File: src/rtl/counter_pkg.sv
// Shared constants and helpers for the chronometer counter stages.
package counter_pkg;

  // Deepest synchroniser chain an edge_sync instance will build.
  localparam int MAX_SYNC_STAGES = 3;

  // Widest counter supported; also the width of the modulus helper's input.
  localparam int MAX_WIDTH = 32;

  // Count direction encoding on the dir input.
  localparam logic DIR_UP   = 1'b0;
  localparam logic DIR_DOWN = 1'b1;

  // Effective modulus: a limit of zero stands for 2^width, so the result
  // needs one bit more than the widest limit.
  function automatic logic [MAX_WIDTH:0] eff_modulus(
    input logic [MAX_WIDTH-1:0] limit,
    input int                   width
  );
    logic [MAX_WIDTH:0] m;
    if (limit == '0) begin
      m = {{MAX_WIDTH{1'b0}}, 1'b1} << width;
    end else begin
      m = {1'b0, limit};
    end
    return m;
  endfunction

endpackage

File: src/rtl/edge_sync.sv
// Count-event front end: optional synchroniser chain, edge history flop and
// enable gating. Shared by every chronometer stage.
module edge_sync
  import counter_pkg::*;
#(
  parameter int SYNC_STAGES = 2,
  parameter int EDGE_MODE   = 1
) (
  input  logic qzt_clk,
  input  logic reset,
  input  logic enable,
  input  logic d_in,
  output logic event_out
);

  // Chains deeper than the supported maximum are clamped.
  localparam int STAGES = (SYNC_STAGES > MAX_SYNC_STAGES) ? MAX_SYNC_STAGES : SYNC_STAGES;

  logic w_s;
  logic w_raw_event;

  generate
    if (STAGES == 0) begin : g_no_sync
      // On-chip cascading: the source is already in the qzt_clk domain.
      assign w_s = d_in;
    end else begin : g_sync
      logic [STAGES-1:0] r_sync;

      // Shift the raw input through the synchroniser chain.
      always_ff @(posedge qzt_clk) begin
        if (reset) begin
          r_sync <= '0;
        end else begin
          r_sync[0] <= d_in;
          for (int i = 1; i < STAGES; i++) begin
            r_sync[i] <= r_sync[i-1];
          end
        end
      end

      assign w_s = r_sync[STAGES-1];
    end

    if (EDGE_MODE == 1) begin : g_edge
      logic r_prev;

      // Track the synchronised level regardless of enable, so re-enabling
      // during a high level does not look like a fresh rising edge.
      always_ff @(posedge qzt_clk) begin
        if (reset) begin
          r_prev <= 1'b0;
        end else begin
          r_prev <= w_s;
        end
      end

      assign w_raw_event = w_s & ~r_prev;
    end else begin : g_level
      // Level mode: every cycle the synchronised input is high is an event.
      assign w_raw_event = w_s;
    end
  endgenerate

  assign event_out = enable & w_raw_event;

endmodule

File: src/rtl/counter_sync_updown.sv
// Synchronous up/down modulo counter with runtime limit, parallel load and
// one-cycle carry/borrow pulses for chaining chronometer stages.
module counter_sync_updown
  import counter_pkg::*;
#(
  parameter int WIDTH       = 8,
  parameter int SYNC_STAGES = 2,
  parameter int EDGE_MODE   = 1
) (
  input  logic             qzt_clk,
  input  logic             reset,
  input  logic             cnt_in,
  input  logic             enable,
  input  logic             dir,
  input  logic             load,
  input  logic [WIDTH-1:0] load_val,
  input  logic [WIDTH-1:0] limit,
  output logic [WIDTH-1:0] out,
  output logic             carry,
  output logic             borrow,
  output logic             at_max
);

  localparam logic [WIDTH-1:0] ONE     = {{(WIDTH-1){1'b0}}, 1'b1};
  localparam logic [WIDTH:0]   ONE_EXT = {{WIDTH{1'b0}}, 1'b1};

  logic                 w_event;
  logic [MAX_WIDTH-1:0] w_limit_ext;
  logic [WIDTH:0]       w_mod;
  logic [WIDTH:0]       w_mod_m1;
  logic [WIDTH:0]       w_out_ext;
  logic [WIDTH-1:0]     w_out_next;
  logic                 w_carry_next;
  logic                 w_borrow_next;

  logic [WIDTH-1:0]     r_out;
  logic                 r_carry;
  logic                 r_borrow;

  edge_sync #(
    .SYNC_STAGES (SYNC_STAGES),
    .EDGE_MODE   (EDGE_MODE)
  ) u_edge_sync (
    .qzt_clk   (qzt_clk),
    .reset     (reset),
    .enable    (enable),
    .d_in      (cnt_in),
    .event_out (w_event)
  );

  // Modulus arithmetic runs one bit wider than the count so 2^WIDTH fits.
  assign w_limit_ext = MAX_WIDTH'(limit);
  assign w_mod       = (WIDTH+1)'(eff_modulus(w_limit_ext, WIDTH));
  assign w_mod_m1    = w_mod - ONE_EXT;
  assign w_out_ext   = {1'b0, r_out};

  // Next count and wrap flags: load beats a count event; limit and dir only
  // matter in an event cycle.
  always_comb begin
    w_out_next    = r_out;
    w_carry_next  = 1'b0;
    w_borrow_next = 1'b0;
    if (load) begin
      w_out_next = load_val;
    end else if (w_event) begin
      if (dir == DIR_UP) begin
        // ">=" also catches a count left above a freshly lowered limit.
        if (w_out_ext >= w_mod_m1) begin
          w_out_next   = '0;
          w_carry_next = 1'b1;
        end else begin
          w_out_next = r_out + ONE;
        end
      end else begin
        if (r_out == '0) begin
          w_out_next    = w_mod_m1[WIDTH-1:0];
          w_borrow_next = 1'b1;
        end else if (w_out_ext >= w_mod) begin
          // Count stranded above the limit snaps to the top without a borrow.
          w_out_next = w_mod_m1[WIDTH-1:0];
        end else begin
          w_out_next = r_out - ONE;
        end
      end
    end
  end

  // Count register and registered wrap pulses.
  always_ff @(posedge qzt_clk) begin
    if (reset) begin
      r_out    <= '0;
      r_carry  <= 1'b0;
      r_borrow <= 1'b0;
    end else begin
      r_out    <= w_out_next;
      r_carry  <= w_carry_next;
      r_borrow <= w_borrow_next;
    end
  end

  assign out    = r_out;
  assign carry  = r_carry;
  assign borrow = r_borrow;
  assign at_max = (w_out_ext == w_mod_m1);

endmodule

File: config.mk
export PLATFORM = sky130hd
export DESIGN_NAME = counter_sync_updown
export DESIGN_NICKNAME = d
export VERILOG_FILES = /design/src/rtl/counter_pkg.sv /design/src/rtl/edge_sync.sv /design/src/rtl/counter_sync_updown.sv
export SDC_FILE = /design/constraint.sdc
export NUM_CORES = 1
export LEC_CHECK = 0
export ABC_CLOCK_PERIOD_IN_PS = 4200
export CAP_MARGIN = 15
export CORE_ASPECT_RATIO = 0.7
export CORE_UTILIZATION = 52
export DETAILED_ROUTE_END_ITERATION = 16
export PLACE_DENSITY = 0.81
export SYNTH_ARGS = -nofsm -noshare
export SYNTH_HDL_FRONTEND = slang
export SYNTH_SLANG_ARGS = --single-unit
export TNS_END_PERCENT = 50
File: constraint.sdc
create_clock -name qzt_clk -period 4.2 [get_ports qzt_clk]
set_input_delay 0.84 -clock qzt_clk [delete_from_list [all_inputs] [get_ports qzt_clk]]
set_output_delay 0.84 -clock qzt_clk [all_outputs]
set_load 0.05 [all_outputs]
; After elaboration in Yosys (flattened, before gate mapping)
; Index checks and enable logic that the tools add are counted.
[word_totals]
out_inout_bits = 11
word_cells = 30
register_bits = 13
inputBits = 22
[op_classes]
n_lt_le_gt_ge = 2
eq_ne = 1
n_reduce_logical = 5
bitwise = 5
add_sub_neg = 3
muxes = 9
[op_table]
columns = cell, n
row1 = two-way mux 8 bit, 6
row2 = zero test 32 bit, 1
row3 = greater-or-equal comparator 8 x 9 -> 1 bit, 2
row4 = equality test 8 x 9 -> 1 bit, 1
row5 = two-way mux 9 bit, 1
row6 = "subtractor 9 x 1 -> 9 bit, second input constant", 1
row7 = "adder 8 x 1 -> 8 bit, second input constant", 1
row8 = zero test 8 bit, 1
row9 = OR reduction 4 bit, 2
row10 = "subtractor 8 x 1 -> 8 bit, second input constant", 1
row11 = NOT 1 bit, 3
row12 = AND 1 bit, 2
row13 = two-way mux 1 bit, 2
row14 = nonzero test 2 bit, 1

; Longest topological paths before layout
; Gate-level depths: netlist (run 1).
[logic_depth]
word_depth = 8
depth_mapped = 12
mapped_depth_nobuf = 12

; Modules after synthesis
; From an unflattened synthesis (run 1), not the netlist that was laid out.
[unflattened]
cells_unflattened = 203
area_unflattened_um2 = 1574.0
[by_module_without_submodules]
columns = mod, area_per_inst_um2, seq_area_each_um2, instances, cells_per_inst
row1 = counter_sync_updown, 1486.4, 200.2, 1, 196
row2 = edge_sync, 87.6, 60.1, 1, 7

; Least setup slack after synthesis (run 1)
; No wires, ideal clock.
[synth_path]
path_type = input-to-output
startpoint = in limit[1]
endpoint = out at_max
path_slack_ps = 147
t_required_ps = 3360
cell_stages = 9
arrival_ps = 3213
n_path_buf = 0
cell_sequence = inv_1 -> ha_1 -> or4b_2 -> o21ai_0 -> a31oi_1 -> ha_1 -> and3_1 -> nand3_1 -> nor2_1
[synth_via]
elab_chain_cells = 4
[synth_rtl]
columns = item, line
row1 = from (decl), counter_sync_updown.sv:17  ; input logic [WIDTH-1:0] limit,
row2 = zero test 32 bit, counter_pkg.sv:21  ; if (limit == '0) begin
row3 = two-way mux 9 bit *, counter_pkg.sv:21
row4 = subtractor 9 x 1 -> 9 bit *, counter_sync_updown.sv:54  ; assign w_mod_m1 = w_mod - ONE_EXT;
row5 = equality test 8 x 9 -> 1 bit *, counter_sync_updown.sv:104  ; assign at_max = (w_out_ext == w_mod_m1);
row6 = to (decl), counter_sync_updown.sv:21  ; output logic at_max
; Every way passes the cells marked *; elsewhere a longest branch is shown, timed or not.

; Final worst setup path (run 1)
; Same ends and word-level chain as after synthesis.

==> flow_metrics.env, run 1 <==
export IMPL_outcome="finished with violations"
export IMPL_violations="setup timing"
export IMPL_die_h_um=48.72
export IMPL_min_period_ns=4.210
export IMPL_synth_cell_types=51
export IMPL_core_um2=2883
export IMPL_first_iter_violations=221
export IMPL_synthFlopType="dfxtp_1"
export IMPL_area_growth_pct=27.08
export IMPL_tightest_slew_ns=0.4984
export IMPL_die_w_um=68.75
export IMPL_p_leak_nw=0.8923
export IMPL_grt_pass1_wl_mm=7.948
export IMPL_hold_buffers=0
export IMPL_synth_nets=245
export IMPL_pwr_density_cell_nw_per_um2=283.6
export IMPL_fin_ws_ns=-0.01017
export IMPL_crit_path_end_kind="primary output"
export IMPL_layout_common_cells="clkdlybuf4s50_1 (31), ha_1 (21), inv_1 (17), a21oi_1 (14)"
export IMPL_io_pins=33
export IMPL_async_reset_ff_share_pct=0
export IMPL_layout_commonest_cell="clkdlybuf4s50_1"
export IMPL_die_area_um2=3349
export IMPL_place_gp_congestion=0.9371
export IMPL_vdd_ir_drop_max_v=0.0001580
export IMPL_maxSlewHeadroom_pct=66.67
export IMPL_vias_per_cell=6.583
export IMPL_antenna_found_initial=0
export IMPL_hp_class="reg2reg"
export IMPL_cts_path_max_buffers=2
export IMPL_syn_area_per_cell_um2=8.028
export IMPL_drive_above_1_share_pct=13.33
export IMPL_cts_inserted_buffers=3
export IMPL_grt_max_degree=13
export IMPL_fill_cells=235
export IMPL_port_buffers=32
export IMPL_finalPower_uw=584.3
export IMPL_drc=0
export IMPL_hold_violations=0
export IMPL_final_setup_viol_count=1
export IMPL_cts_sinks=13
export IMPL_dp_hpwl_mm=3.698
export IMPL_crit_arrival_ns=3.37
export IMPL_drv_slew=0
export IMPL_max_stage_delay_ns=0.62
export IMPL_maxCapViolCount=0
export IMPL_fmax_mhz=237.5
export IMPL_required_ns=3.36
export IMPL_cts_setup_buffers=0
export IMPL_syn_inst=202
export IMPL_worstSetupPathType="in2out"
export IMPL_grt_usage_pct=32.02
export IMPL_insertion_delay_ns=0.25
export IMPL_cp_slowest_cell="or4b_2"
export IMPL_post_route_period_util_pct=100.2
export IMPL_cts_clk_slew_worst_paths_ns=0.05
export IMPL_multi_input_area_um2=1249
export IMPL_yosys_warnings=0
export IMPL_postRouteAntennaNets=0
export IMPL_first_pass_iters=5
export IMPL_ys_seq_area_share_pct=16.05
export IMPL_wl_per_cell_um=17.75
export IMPL_start_util_pct=56.25
export IMPL_wirelength_mm=4.900
export IMPL_grt_ovfl_total=0
export IMPL_clock_skew_ns=0.002898
export IMPL_grt_pass1_vias=1603
export IMPL_critPathLaunchType="input pin"
export IMPL_cts_tree="yes"
export IMPL_seq_area_um2=260.3
export IMPL_cts_root_buf="clkbuf_8"
export IMPL_synth_area_um2=1622
export IMPL_num_vias=1817
export IMPL_htree_levels=1
export IMPL_place_worst_setup_slack_ns=-0.06367
export IMPL_cp_common_cell="ha_1"
export IMPL_ys_ff_latch=13
export IMPL_nets=284
export IMPL_rsz0062_at_grt="yes"
export IMPL_synth_edf_count=0
export IMPL_cp_cell_sequence="clkdlybuf4s50_1, inv_1, ha_1, or4b_2, o21ai_0, a31oi_1, ha_1, and3_1, nand3_2, nor2_2, buf_12"
export IMPL_rows=16
export IMPL_diodes=0
export IMPL_finalSetupTns_ns=-0.01017
export IMPL_path_max_fanout=5
[worst paths after layout]
path	start	to	slack (ns)	cells after the start
setup / recovery	limit[1]	at_max	-0.01	11
hold / removal	u_edge_sync.g_sync.r_sync[0]	u_edge_sync.g_sync.r_sync[1]	0.46	1
setup reg to reg	out[7]	out[6]	1.40	7
hold reg to reg	u_edge_sync.g_sync.r_sync[0]	u_edge_sync.g_sync.r_sync[1]	0.46	1
[final cells by class]
type                    count  share of cell area [%]
clock buffers               4                   2.186
inverters                  17                   3.097
flip-flops and latches     13                   12.63
repair buffers             41                   19.31
multi-input cells         165                   60.60
well taps                  36                   2.186
[what timing repair did]
action / 4_1_cts / 5_1_grt
pin swaps: 1 / 0
gates cloned: 0 / 0
gates resized for setup: 2 / 1
endpoints found under the setup margin: 1 / 3
[per-stage QoR]
step	utilization [%]	cell area (um^2)	hold WS (ns)	cells
2_1_floorplan	-	1622	0.4138	202
3_3_place_gp	69.44	2002	0.4247	272
3_5_place_dp	69.44	2002	0.4339	272
4_1_cts	71.27	2054	0.4575	276
5_1_grt	71.48	2061	0.4783	276
6_report	71.48	2061	0.4614	276
[logic make-up after synthesis]
logic type	after synthesis	synth area share, %
AO/OA/AOI/OAI	69	30.56
AND/OR/NAND/NOR	65	23.61
buffers and inverters	24	7.793
adder cells (fa/ha/maj)	21	16.20
flip-flops	13	16.05
XOR/XNOR	9	4.861
multiplexers	1	0.9257
[power breakdown]
group	total, mW	internal (mW)	switching, mW
sequential	0.159	0.133	0.0266
combinational	0.310	0.134	0.176
clock	0.115	0.0672	0.0477
[critical path, delay by kind of cell]
family | cells | cell delay, ns
compound gates | 2 | 0.24
fa+ha+maj | 2 | 0.48
buf+inv | 3 | 0.66
simple gates | 4 | 1.14
[layer usage]
| layer | global-route usage [%] | share of wire (%) | vias to the layer above |
|---|---|---|---|
| met4 | 6.122 | 1.6 | 0 |
| met3 | 8.491 | 10 | 15 |
| met1 | 49.86 | 47 | 826 |
| li1 | - | - | 854 |
| met5 | 0 | 0 | - |
| met2 | 43.30 | 41 | 122 |
[registers in the layout (all words and copies together), names as in the netlist]
| register | flops |
|---|---|
| u_edge_sync.g_edge.r_prev | 1 |
| u_edge_sync.g_sync.r_sync | 2 |
| carry | 1 |
| out | 8 |
| borrow | 1 |
[synthesized netlist by cell type (all sizes together), types with 5 or more instances]
master	count	area, um^2
ha	21	262.8
inv	17	63.81
a21oi	14	70.07
dfxtp	13	260.3
o21ai	13	65.06
nand3	11	55.05
nand2	10	45.04
nor2	10	37.54
a211oi	6	45.04
nor3	6	30.03
o211ai	6	45.04
xnor2	6	52.55
buf	5	50.04
Note: power is estimated with default switching activity, not from simulation.
==> inputs of run 2 (changes only) <==
--- a/config.mk
+++ b/config.mk
@@ -5,12 +5,13 @@
 export SDC_FILE = /design/constraint.sdc
 export NUM_CORES = 1
 export LEC_CHECK = 0
-export ABC_CLOCK_PERIOD_IN_PS = 4200
+export ABC_CLOCK_PERIOD_IN_PS = 5000
 export CAP_MARGIN = 15
 export CORE_ASPECT_RATIO = 0.7
-export CORE_UTILIZATION = 52
+export CORE_UTILIZATION = 56
 export DETAILED_ROUTE_END_ITERATION = 16
-export PLACE_DENSITY = 0.81
+export PLACE_DENSITY = 0.86
+export SLEW_MARGIN = 20
 export SYNTH_ARGS = -nofsm -noshare
 export SYNTH_HDL_FRONTEND = slang
 export SYNTH_SLANG_ARGS = --single-unit
==> constraint.sdc (replaced) <==
create_clock -name qzt_clk -period 5 [get_ports qzt_clk]
set_input_delay 1 -clock qzt_clk [delete_from_list [all_inputs] [get_ports qzt_clk]]
set_output_delay 1 -clock qzt_clk [all_outputs]
set_load 0.05 [all_outputs]
==> run 2 against run 1 <==
The run now ends clean; sequential cell count unchanged; sequential share of layout area is 0.52 points higher; critical endpoint unchanged; count of clock-buffer cells in the layout unchanged.
==> flow_metrics.env, run 2 (synthesized netlist as in run 1, its figures left out) <==
export IMPL_outcome="complete, no violations"
export IMPL_cts_path_max_buffers=2
export IMPL_first_pass_iters=6
export IMPL_post_route_period_util_pct=96.81
export IMPL_finalSetupTns_ns=0
export IMPL_die_h_um=47.02
export IMPL_antenna_found_initial=0
export IMPL_final_setup_viol_count=0
export IMPL_nets=275
export IMPL_place_gp_congestion=0.9567
export IMPL_start_util_pct=62.61
export IMPL_layout_common_cells="clkdlybuf4s50_1 (31), ha_1 (20), inv_1 (17), a21oi_1 (14)"
export IMPL_crit_arrival_ns=3.84
export IMPL_crit_buf_inv=3
export IMPL_fmax_mhz=206.6
export IMPL_wirelength_mm=4.750
export IMPL_crit_path_end_kind="primary output"
export IMPL_clock_skew_ns=0.001417
export IMPL_cts_inserted_buffers=3
export IMPL_num_vias=1783
export IMPL_drc=0
export IMPL_hold_violations=0
export IMPL_cts_sinks=13
export IMPL_grt_pass1_vias=1580
export IMPL_grt_pass1_wl_mm=7.555
export IMPL_vias_per_cell=6.728
export IMPL_first_iter_violations=191
export IMPL_min_period_ns=4.841
export IMPL_tightest_slew_ns=0.8844
export IMPL_cp_cell_sequence="clkdlybuf4s50_1, inv_1, ha_2, or4b_2, o21ai_0, a31oi_1, ha_1, and3_1, nand3_1, nor2_1, buf_12"
export IMPL_maxCapViolCount=0
export IMPL_hp_class="reg2reg"
export IMPL_post_place_cells=261
export IMPL_r2r_cells=7
export IMPL_layout_commonest_cell="clkdlybuf4s50_1"
export IMPL_grt_max_degree=13
export IMPL_wl_per_cell_um=17.92
export IMPL_worstSetupPathType="in2out"
export IMPL_rows=15
export IMPL_cp_slowest_cell="or4b_2"
export IMPL_cts_root_buf="clkbuf_8"
export IMPL_rsz0062_at_grt="no"
export IMPL_crit_family="simple AND/OR/NAND/NOR gates"
export IMPL_port_buffers=32
export IMPL_die_w_um=66.32
export IMPL_grt_ovfl_total=0
export IMPL_max_stage_delay_ns=0.63
export IMPL_whs_path_depth=1
export IMPL_path_max_fanout=6
export IMPL_drv_slew=0
export IMPL_p_leak_nw=0.8447
export IMPL_die_area_um2=3118
export IMPL_io_pins=33
export IMPL_drive_above_1_share_pct=9.091
export IMPL_required_ns=4.00
export IMPL_cts_tree="yes"
export IMPL_htree_levels=1
export IMPL_core_um2=2590
export IMPL_fill_cells=190
export IMPL_cts_setup_buffers=0
export IMPL_vdd_ir_drop_max_v=0.0001628
export IMPL_postRouteAntennaNets=0
export IMPL_maxSlewHeadroom_pct=41.04
export IMPL_dp_hpwl_mm=3.709
export IMPL_critPathLaunchType="input pin"
export IMPL_pwr_density_cell_nw_per_um2=243.7
export IMPL_cp_depth=11
export IMPL_area_growth_pct=22.07
export IMPL_insertion_delay_ns=0.25
export IMPL_fin_cells=265
export IMPL_grt_usage_pct=33.35
export IMPL_diodes=0
export IMPL_largest_register_ffs=8
export IMPL_cts_clk_slew_worst_paths_ns=0.06
run 2: changes by cell type in the layout (fill, tap and decap cells not counted), sizes merged:
cell  previous run  this run
buf             10         1
run 2: path summary, 6_finish.rpt:
kind,start,end,slack (ns)
setup / recovery,limit[1],at_max,0.16
hold / removal,u_edge_sync.g_sync.r_sync[0],u_edge_sync.g_sync.r_sync[1],0.46
setup reg to reg,out[6],out[3],2.16
hold reg to reg,u_edge_sync.g_sync.r_sync[0],u_edge_sync.g_sync.r_sync[1],0.46
run 2: per-stage QoR:
| stage | util [%] | hold slack [ns] | worst slack, ns | instance area [um^2] | total power, mW |
|---|---|---|---|---|---|
| floorplan | - | 0.4138 | 0.6273 | 1622 | 0.3129 |
| global placement | 74.59 | 0.4252 | 0.3323 | 1932 | 0.3701 |
| detailed placement | 74.59 | 0.4427 | 0.1017 | 1932 | 0.3787 |
| CTS | 76.33 | 0.4554 | 0.1635 | 1977 | 0.4766 |
| global route | 76.43 | 0.4827 | 0.02394 | 1979 | 0.5098 |
| finish | 76.43 | 0.4579 | 0.1593 | 1979 | 0.4824 |
run 2: area by class of cell:
class	count	area, um^2	area share, %
clock buffer	4	45.04	2.276
inverter	17	63.81	3.224
multi-input combinational	165	1237	62.52
sequential	13	260.3	13.15
tap	34	42.54	2.149
timing repair buffer	32	330.3	16.69
run 2: what timing repair did:
item                       CTS  global route
hold buffers                 0             0
gates resized for setup      0             1
setup endpoints to repair    0             1
run 2: power breakdown:
| part | switching (mW) | leakage (nW) | internal, mW |
|---|---|---|---|
| clock | 0.0414 | 0.0228 | 0.0565 |
| sequential | 0.0210 | 0.107 | 0.111 |
| combinational | 0.147 | 0.715 | 0.105 |
run 2: metal layers:
metal / up-vias / global-route usage (%) / part of all wire [%]
li1: 836 / - / -
met1: 817 / 46.69 / 45
met2: 112 / 51.22 / 42
met3: 18 / 8.495 / 11
met4: 0 / 9.362 / 2.3
met5: - / 0 / 0
run 2: worst register-to-register path, stage by stage, from the launching register on:
cell      delay (ns)
dfxtp_1         0.59
ha_1            0.33
and3_1          0.17
a221oi_1        0.59
o211ai_1        0.40
o21ai_0         0.28
a221oi_1        0.12
a221oi_1        0.28
==> inputs of run 3 (changes only) <==
--- a/config.mk
+++ b/config.mk
@@ -5,12 +5,12 @@
 export SDC_FILE = /design/constraint.sdc
 export NUM_CORES = 1
 export LEC_CHECK = 0
-export ABC_CLOCK_PERIOD_IN_PS = 5000
-export CAP_MARGIN = 15
+export ABC_CLOCK_PERIOD_IN_PS = 4320
+export CAP_MARGIN = 40
 export CORE_ASPECT_RATIO = 0.7
-export CORE_UTILIZATION = 56
+export CORE_UTILIZATION = 47
 export DETAILED_ROUTE_END_ITERATION = 16
-export PLACE_DENSITY = 0.86
+export PLACE_DENSITY = 0.77
 export SLEW_MARGIN = 20
 export SYNTH_ARGS = -nofsm -noshare
 export SYNTH_HDL_FRONTEND = slang
==> constraint.sdc (replaced) <==
create_clock -name qzt_clk -period 4.32 [get_ports qzt_clk]
set_input_delay 0.864 -clock qzt_clk [delete_from_list [all_inputs] [get_ports qzt_clk]]
set_output_delay 0.864 -clock qzt_clk [all_outputs]
set_load 0.05 [all_outputs]
==> run 3 against run 2 <==
Die area grew 18%; largest cell class unchanged; hold slack lost 0.011 ns; sequential cell count is the same; critical endpoint unchanged; critical path type unchanged.
==> flow_metrics.env, run 3 (synthesized netlist as in run 1, its figures left out) <==
export IMPL_holdWs_ns=0.4469
export IMPL_largest_register_ffs=8
export IMPL_maxCapViolCount=0
export IMPL_htree_levels=1
export IMPL_post_place_cells=281
export IMPL_p_clk_share_pct=20.1
export IMPL_outcome="complete, no violations"
export IMPL_hold_violations=0
export IMPL_port_buffers=32
export IMPL_nets=283
export IMPL_cts_sinks=13
export IMPL_fin_util_pct=64.90
export IMPL_rows=17
export IMPL_finalSetupTns_ns=0
export IMPL_placed_cell_area_um2=2001
export IMPL_cts_path_max_buffers=2
export IMPL_wirelength_mm=4.578
export IMPL_first_pass_iters=6
export IMPL_required_ns=3.46
export IMPL_diodes=0
export IMPL_final_setup_viol_count=0
export IMPL_first_iter_violations=174
export IMPL_pwr_density_cell_nw_per_um2=272.1
export IMPL_fmax_mhz=237.5
export IMPL_switching_share_pct=43.03
export IMPL_grt_ovfl_total=0
export IMPL_crit_arrival_ns=3.35
export IMPL_dp_hpwl_mm=3.497
export IMPL_cts_tree="yes"
export IMPL_grt_pass1_wl_mm=7.431
export IMPL_place_gp_congestion=0.8995
export IMPL_drv_slew=0
export IMPL_core_um2=3212
export IMPL_start_util_pct=50.49
export IMPL_area_growth_pct=28.55
export IMPL_layout_commonest_cell="clkdlybuf4s50_1"
export IMPL_rsz0062_at_grt="no"
export IMPL_drive_above_1_share_pct=14.23
export IMPL_hold_start="u_edge_sync.g_sync.r_sync[0]"
export IMPL_maxSlewHeadroom_pct=66.58
export IMPL_drc=0
export IMPL_min_period_ns=4.211
export IMPL_cts_root_buf="clkbuf_8"
export IMPL_vias_per_cell=6.168
export IMPL_worstReg2RegEnd="out[6]"
export IMPL_die_h_um=51.15
export IMPL_post_route_period_util_pct=97.47
export IMPL_grt_max_degree=13
export IMPL_fin_ws_ns=0.1092
export IMPL_antenna_found_initial=0
export IMPL_cts_inserted_buffers=3
export IMPL_vdd_ir_drop_max_v=0.0001690
export IMPL_postRouteAntennaNets=0
export IMPL_wl_per_cell_um=16.01
export IMPL_hp_class="reg2reg"
export IMPL_r2r_cells=7
export IMPL_whs_path_depth=1
export IMPL_num_vias=1764
export IMPL_r2r_setup_slack_ns=1.58
export IMPL_critPathLaunchType="input pin"
export IMPL_crit_path_end_kind="primary output"
export IMPL_comb_power_share_pct=52.9
export IMPL_place_worst_setup_slack_ns=-0.08035
export IMPL_clock_skew_ns=0.002796
export IMPL_hold_buffers=0
export IMPL_fin_cells=286
export IMPL_insertion_delay_ns=0.25
export IMPL_power_switching_uw=244.1
export IMPL_die_area_um2=3693
export IMPL_path_max_fanout=5
export IMPL_grt_usage_pct=25.87
export IMPL_whs_endpoint="u_edge_sync.g_sync.r_sync[1]"
export IMPL_die_w_um=72.21
export IMPL_cts_clk_slew_worst_paths_ns=0.06
export IMPL_tightest_slew_ns=0.4997
export IMPL_internal_power_uw=323.1
export IMPL_reg2reg_from="out[7]"
export IMPL_io_pins=33
export IMPL_p_leak_nw=0.8902
export IMPL_pwr_share_seq_pct=27.0
export IMPL_finalPower_uw=567.1
export IMPL_layout_common_cells="clkdlybuf4s50_1 (31), ha_1 (21), inv_1 (17), a21oi_1 (14)"
export IMPL_grt_pass1_vias=1499
export IMPL_design_area_um2=2085
export IMPL_worstSetupPathType="in2out"
[run 3: worst max path at each step]
stage	start	to	slack (ns)	cells after the start
final	limit[1]	at_max	0.11	11
after detailed placement	limit[1]	out[5]	-0.08	13
after global placement	limit[1]	out[3]	0.02	14
after floorplan	limit[1]	at_max	0.22	9
after global routing	limit[1]	at_max	0.008	11
after CTS	limit[1]	at_max	0.02	11
[run 3: routing by layer]
| metal | global-route usage (%) | up-vias | routed length, um |
|---|---|---|---|
| met5 | 0 | - | 0 |
| met4 | 2.614 | 0 | 31 |
| met3 | 4.931 | 7 | 440 |
| met2 | 37.38 | 98 | 1839 |
| met1 | 40.12 | 807 | 2265 |
| li1 | - | 852 | - |
[run 3: power groups by stage]
stage / clock network [mW] / registers, mW / logic (mW)
3_5_place_dp: 0 / 0.156 / 0.285
4_1_cts: 0.116 / 0.153 / 0.287
2_1_floorplan: 0 / 0.171 / 0.191
6_report: 0.114 / 0.153 / 0.300
3_3_place_gp: 0 / 0.156 / 0.282
5_1_grt: 0.121 / 0.155 / 0.327
[run 3: area by class of cell]
cell class	instances	area, um^2
clock buffers	3	41.29
inverters	17	63.81
repair buffers	40	390.4
clock inverters	1	5.005
flip-flops and latches	13	260.3
well taps	47	58.81
multi-input cells	165	1265
fillers	286	1127
[run 3: repair_timing]
item / CTS / global route
gates resized for setup: 1 / 6
pin swaps: 0 / 1
setup endpoints to repair: 1 / 5
cloned: 0 / 0
buffers inserted: 0 / 1
[run 3: critical path, cell delays in order]
cell and delay, ns:
clkdlybuf4s50_1 0.42, inv_1 0.11, ha_1 0.19, or4b_2 0.61, o21ai_0 0.10, a31oi_1 0.13
ha_1 0.28, and3_2 0.23, nand3_4 0.12, nor2_4 0.14, buf_12 0.14
==> edit 1 (config.mk and constraints of run 3) <==
Make the reset (`reset`) asynchronous in 3 clocked blocks.
--- a/src/rtl/edge_sync.sv
+++ b/src/rtl/edge_sync.sv
@@ -29,3 +29,3 @@
       // Shift the raw input through the synchroniser chain.
-      always_ff @(posedge qzt_clk) begin
+      always_ff @(posedge qzt_clk or posedge reset) begin
         if (reset) begin
@@ -48,3 +48,3 @@
       // during a high level does not look like a fresh rising edge.
-      always_ff @(posedge qzt_clk) begin
+      always_ff @(posedge qzt_clk or posedge reset) begin
         if (reset) begin
--- a/src/rtl/counter_sync_updown.sv
+++ b/src/rtl/counter_sync_updown.sv
@@ -88,3 +88,3 @@
   // Count register and registered wrap pulses.
-  always_ff @(posedge qzt_clk) begin
+  always_ff @(posedge qzt_clk or posedge reset) begin
     if (reset) begin
Function: differs if reset is asserted again (counterexample within 4 cycles, from zero or initial values and one cycle with reset high); with reset held inactive, the same outputs for 10 cycles.
==> edit 1 against run 3 <==
Clock skew decreased by 1.5 ps; routed wire length shrank 9.6%; sequential cell count is the same; total power is 1.7% lower; register-to-register slack better by 200 ps; area after synthesis shrank 1.1%; non-clock buffer count is 8 lower; sequential power up 14%; setup slack better by 87 ps; final area fell by 5.5%; critical path type unchanged; highest routed layer unchanged.
==> edit 1: results <==
[outcome]
status = "finished, final reports clean"

[cts]
cts_root_buffer = "clkbuf_8"
cts_resized = 0
post_cts_buffers = 0
clk_latency_ps = 240

[grt]
grt_pass1_wl_mm = 6.65
grt_pass1_vias = 1376
grt_usage = 0.236
grt_max_degree = 15

[synth]
synth_cell_type_count = 50
ys_top_cells_by_count = "21 x ha_1, 15 x inv_1, 15 x nand2_1, 14 x nor2_1, 13 x dfrtp_1"
synth_most_common_cell = "ha_1"
syn_inst = 197
ys_seq_area_frac = 0.203
yosys.area.top_type = "dfrtp_1"
ys_async_sr_fraction = 1.00
synth_area_leaders = "dfrtp_1 20%, ha_1 16%, xnor2_1 4.4%"
ys.flop_type = "dfrtp_1"
syn-num-nets = 240

[routing]
wl_mm = 4.14
drt_iter0_drc = 220
vias = 1636
first_pass_iters = 5

[place]
portBuffers = 32
gp_routability_congestion = 0.935
place_area_um2 = 1920
post-dp-hpwl_mm = 3.21

[power]
p_int_uw = 317
p_leak_nw = 0.830
ir_drop_mv = 0.218

[layout]
drive_gt1_frac = 0.0714
nNetsFinal = 268
antenna_cells = 0

[sta]
tightest_slew_ps = 608
skew_ps = 1.29

[setup_path]
worst-path-max-fanout = 4
arrival_ps = 3260

[die]
die-area_um2 = 3650
==> edit 1: cell count changes after synthesis, sizes merged, moves of 4 or more <==
cell    change
a211oi      -4
dfxtp      -13
nor2        +4
dfrtp      +13
nand2       +5
==> edit 1: per-stage QoR <==
stage	hold WS [ps]	util	power, mW	instances	setup slack [ps]
2_1_floorplan	331	-	0.363	197	786
3_3_place_gp	335	0.603	0.444	258	312
3_5_place_dp	342	0.603	0.445	258	226
4_1_cts	355	0.617	0.556	262	214
5_1_grt	358	0.617	0.594	262	58.7
6_report	350	0.617	0.557	262	196
==> edit 1: layer usage <==
layer	routed length (µm)	up-vias	GRT usage	share of wire
li1	-	785	-	-
met1	2060	754	0.371	0.50
met2	1650	95	0.324	0.40
met3	424	2	0.0651	0.10
met4	8	0	0.0229	0.0019
met5	0	-	0	0
==> edit 1: critical path, cell delays in order <==
cell	delay [ps]
clkdlybuf4s50_1	480
nor4_2	380
nand3_2	210
a21oi_1	220
xnor2_1	110
ha_1	290
nand3_1	60
nor2_1	220
and4_1	280
buf_12	150
==> edit 1: worst paths after layout <==
| path | from | end | slack [ps] | depth (start not counted) |
|---|---|---|---|---|
| min in group asynchronous | reset | out[7]$_DFFE_PP0P_ | 960 | 2 |
| max in group asynchronous | reset | out[4]$_DFFE_PP0P_ | 3010 | 2 |
| min | u_edge_sync.g_sync.r_sync[0]$_DFF_PP0_ | u_edge_sync.g_sync.r_sync[1]$_DFF_PP0_ | 350 | 0 |
| max reg2reg | out[4]$_DFFE_PP0P_ | out[3]$_DFFE_PP0P_ | 1780 | 7 |
| max | limit[2] | at_max | 200 | 10 |
| min reg2reg | u_edge_sync.g_sync.r_sync[0]$_DFF_PP0_ | u_edge_sync.g_sync.r_sync[1]$_DFF_PP0_ | 350 | 0 |
==> edit 1: kinds of logic (layout without fill, tap and decap cells) <==
family / after synthesis / count (layout) / share of synthesized area
xor gates and xnor gates: 10 / 10 / 0.0546
and+or+nand+nor: 65 / 65 / 0.220
buffers and inverters: 25 / 52 / 0.0733
DFF: 13 / 13 / 0.203
AOI/OAI and AO/OA: 59 / 59 / 0.258
adders and majority gates: 21 / 21 / 0.164
muxes: 4 / 4 / 0.0273
==> edit 1: power groups by stage <==
stage	Clock (mW)	Sequential, mW	Combinational [mW]
floorplan	0	0.188	0.174
global placement	0	0.175	0.269
detailed placement	0	0.174	0.271
CTS	0.112	0.172	0.272
global route	0.119	0.177	0.298
finish	0.109	0.174	0.274
==> edit 1: cell type report <==
| cell class | instances | area (µm²) |
|---|---|---|
| multi-input cells | 159 | 1160 |
| repair buffers | 32 | 330 |
| flip-flops and latches | 13 | 325 |
| clock buffers | 4 | 45.0 |
| well taps | 38 | 47.5 |
| fillers | 288 | 1220 |
| inverters | 16 | 60.1 |
==> edit 2 (config.mk and constraints of run 3) <==
Made on the original files. `SYNC_STAGES` is set to 2 in 2 places; all go to 1.
--- a/src/rtl/edge_sync.sv
+++ b/src/rtl/edge_sync.sv
@@ -5,3 +5,3 @@
 #(
-  parameter int SYNC_STAGES = 2,
+  parameter int SYNC_STAGES = 1,
   parameter int EDGE_MODE   = 1
--- a/src/rtl/counter_sync_updown.sv
+++ b/src/rtl/counter_sync_updown.sv
@@ -6,3 +6,3 @@
   parameter int WIDTH       = 8,
-  parameter int SYNC_STAGES = 2,
+  parameter int SYNC_STAGES = 1,
   parameter int EDGE_MODE   = 1
Formal check against the unedited RTL: not equivalent (Yosys sat finds a counterexample within 4 cycles, from zero or initial values and one cycle with reset high).
==> edit 2 against run 3 <==
Total power increased by 2.8%; combinational power about the same; area after synthesis decreased by 0.39%; utilization decreased by 1.9 points; sequential share of layout area decreased by 0.61 points; sequential cell count decreased by 1; final area decreased by 2.9%; setup slack improved by 98 ps; clock power increased by 11%; global-route usage decreased by 0.70 points; routed wire length decreased by 7.5%; critical path depth decreased by 1; sequential power increased by 3%; first-iteration DRC count decreased by 18%; largest power group unchanged.
==> edit 2: results <==
[outcome]
status = "finished, final reports clean"

[power]
p_per_area_nw_per_um2 = 288
p_int_uw = 339

[sta]
skew_ps = 0.633
whs_ps = 488

[synth]
synth_cell_type_count = 56
ys_seq_area_frac = 0.149
synth_xor_area_frac = 0.0488
syn_area_per_cell_um2 = 7.62

[hold_path]
min_to = "u_edge_sync.g_edge.r_prev$_SDFF_PP0_"
min_from = "u_edge_sync.g_sync.r_sync$_SDFF_PP0_"

[place]
pre_cts_ws_ps = 211
post-dp-hpwl_mm = 3.27

[routing]
wl_per_cell_um = 14.7
drt-met1-wl_mm = 2.28
met2_wirelength_mm = 1.73
first_pass_iters = 4
vias_per_cell = 5.83

[setup_path]
timing.rr.start = "out[0]$_SDFFE_PP0P_"
arrival_ps = 3250
critPathMaxStageDelay_ps = 490
r2r_setup_slack_ps = 1480

[grt]
grtUsageMet2 = 0.379
met3_usage = 0.0513
grt_max_degree = 19
## edit 2: cell types whose count changed in the layout (fill, tap and decap cells not counted), moves of 3 or more
cell,delta
a211oi_1,-3
a221oi_1,-3
a31oi_1,-3
o22ai_1,+3
nand2_1,+8
buf_4,-5
mux2_2,+5
nor4b_1,-3
## edit 2: worst max-delay path by stage
stage	to	slack, ps
floorplan	at_max	740
global placement	at_max	250
detailed placement	at_max	210
CTS	at_max	200
global route	at_max	50
finish	at_max	210
## edit 2: layout make-up
class | count | area [µm²]
multi-input combinational | 171 | 1240
fill | 298 | 1190
timing repair buffer | 35 | 353
sequential | 12 | 240
inverter | 19 | 71.3
tap | 47 | 58.8
clock buffer | 4 | 55.1
## edit 2: logic make-up after synthesis
logic type	Yosys count
compound gates	63
xor+xnor	9
fa+ha+maj	21
buf+inv	29
flops	12
mux	6
simple gates	72
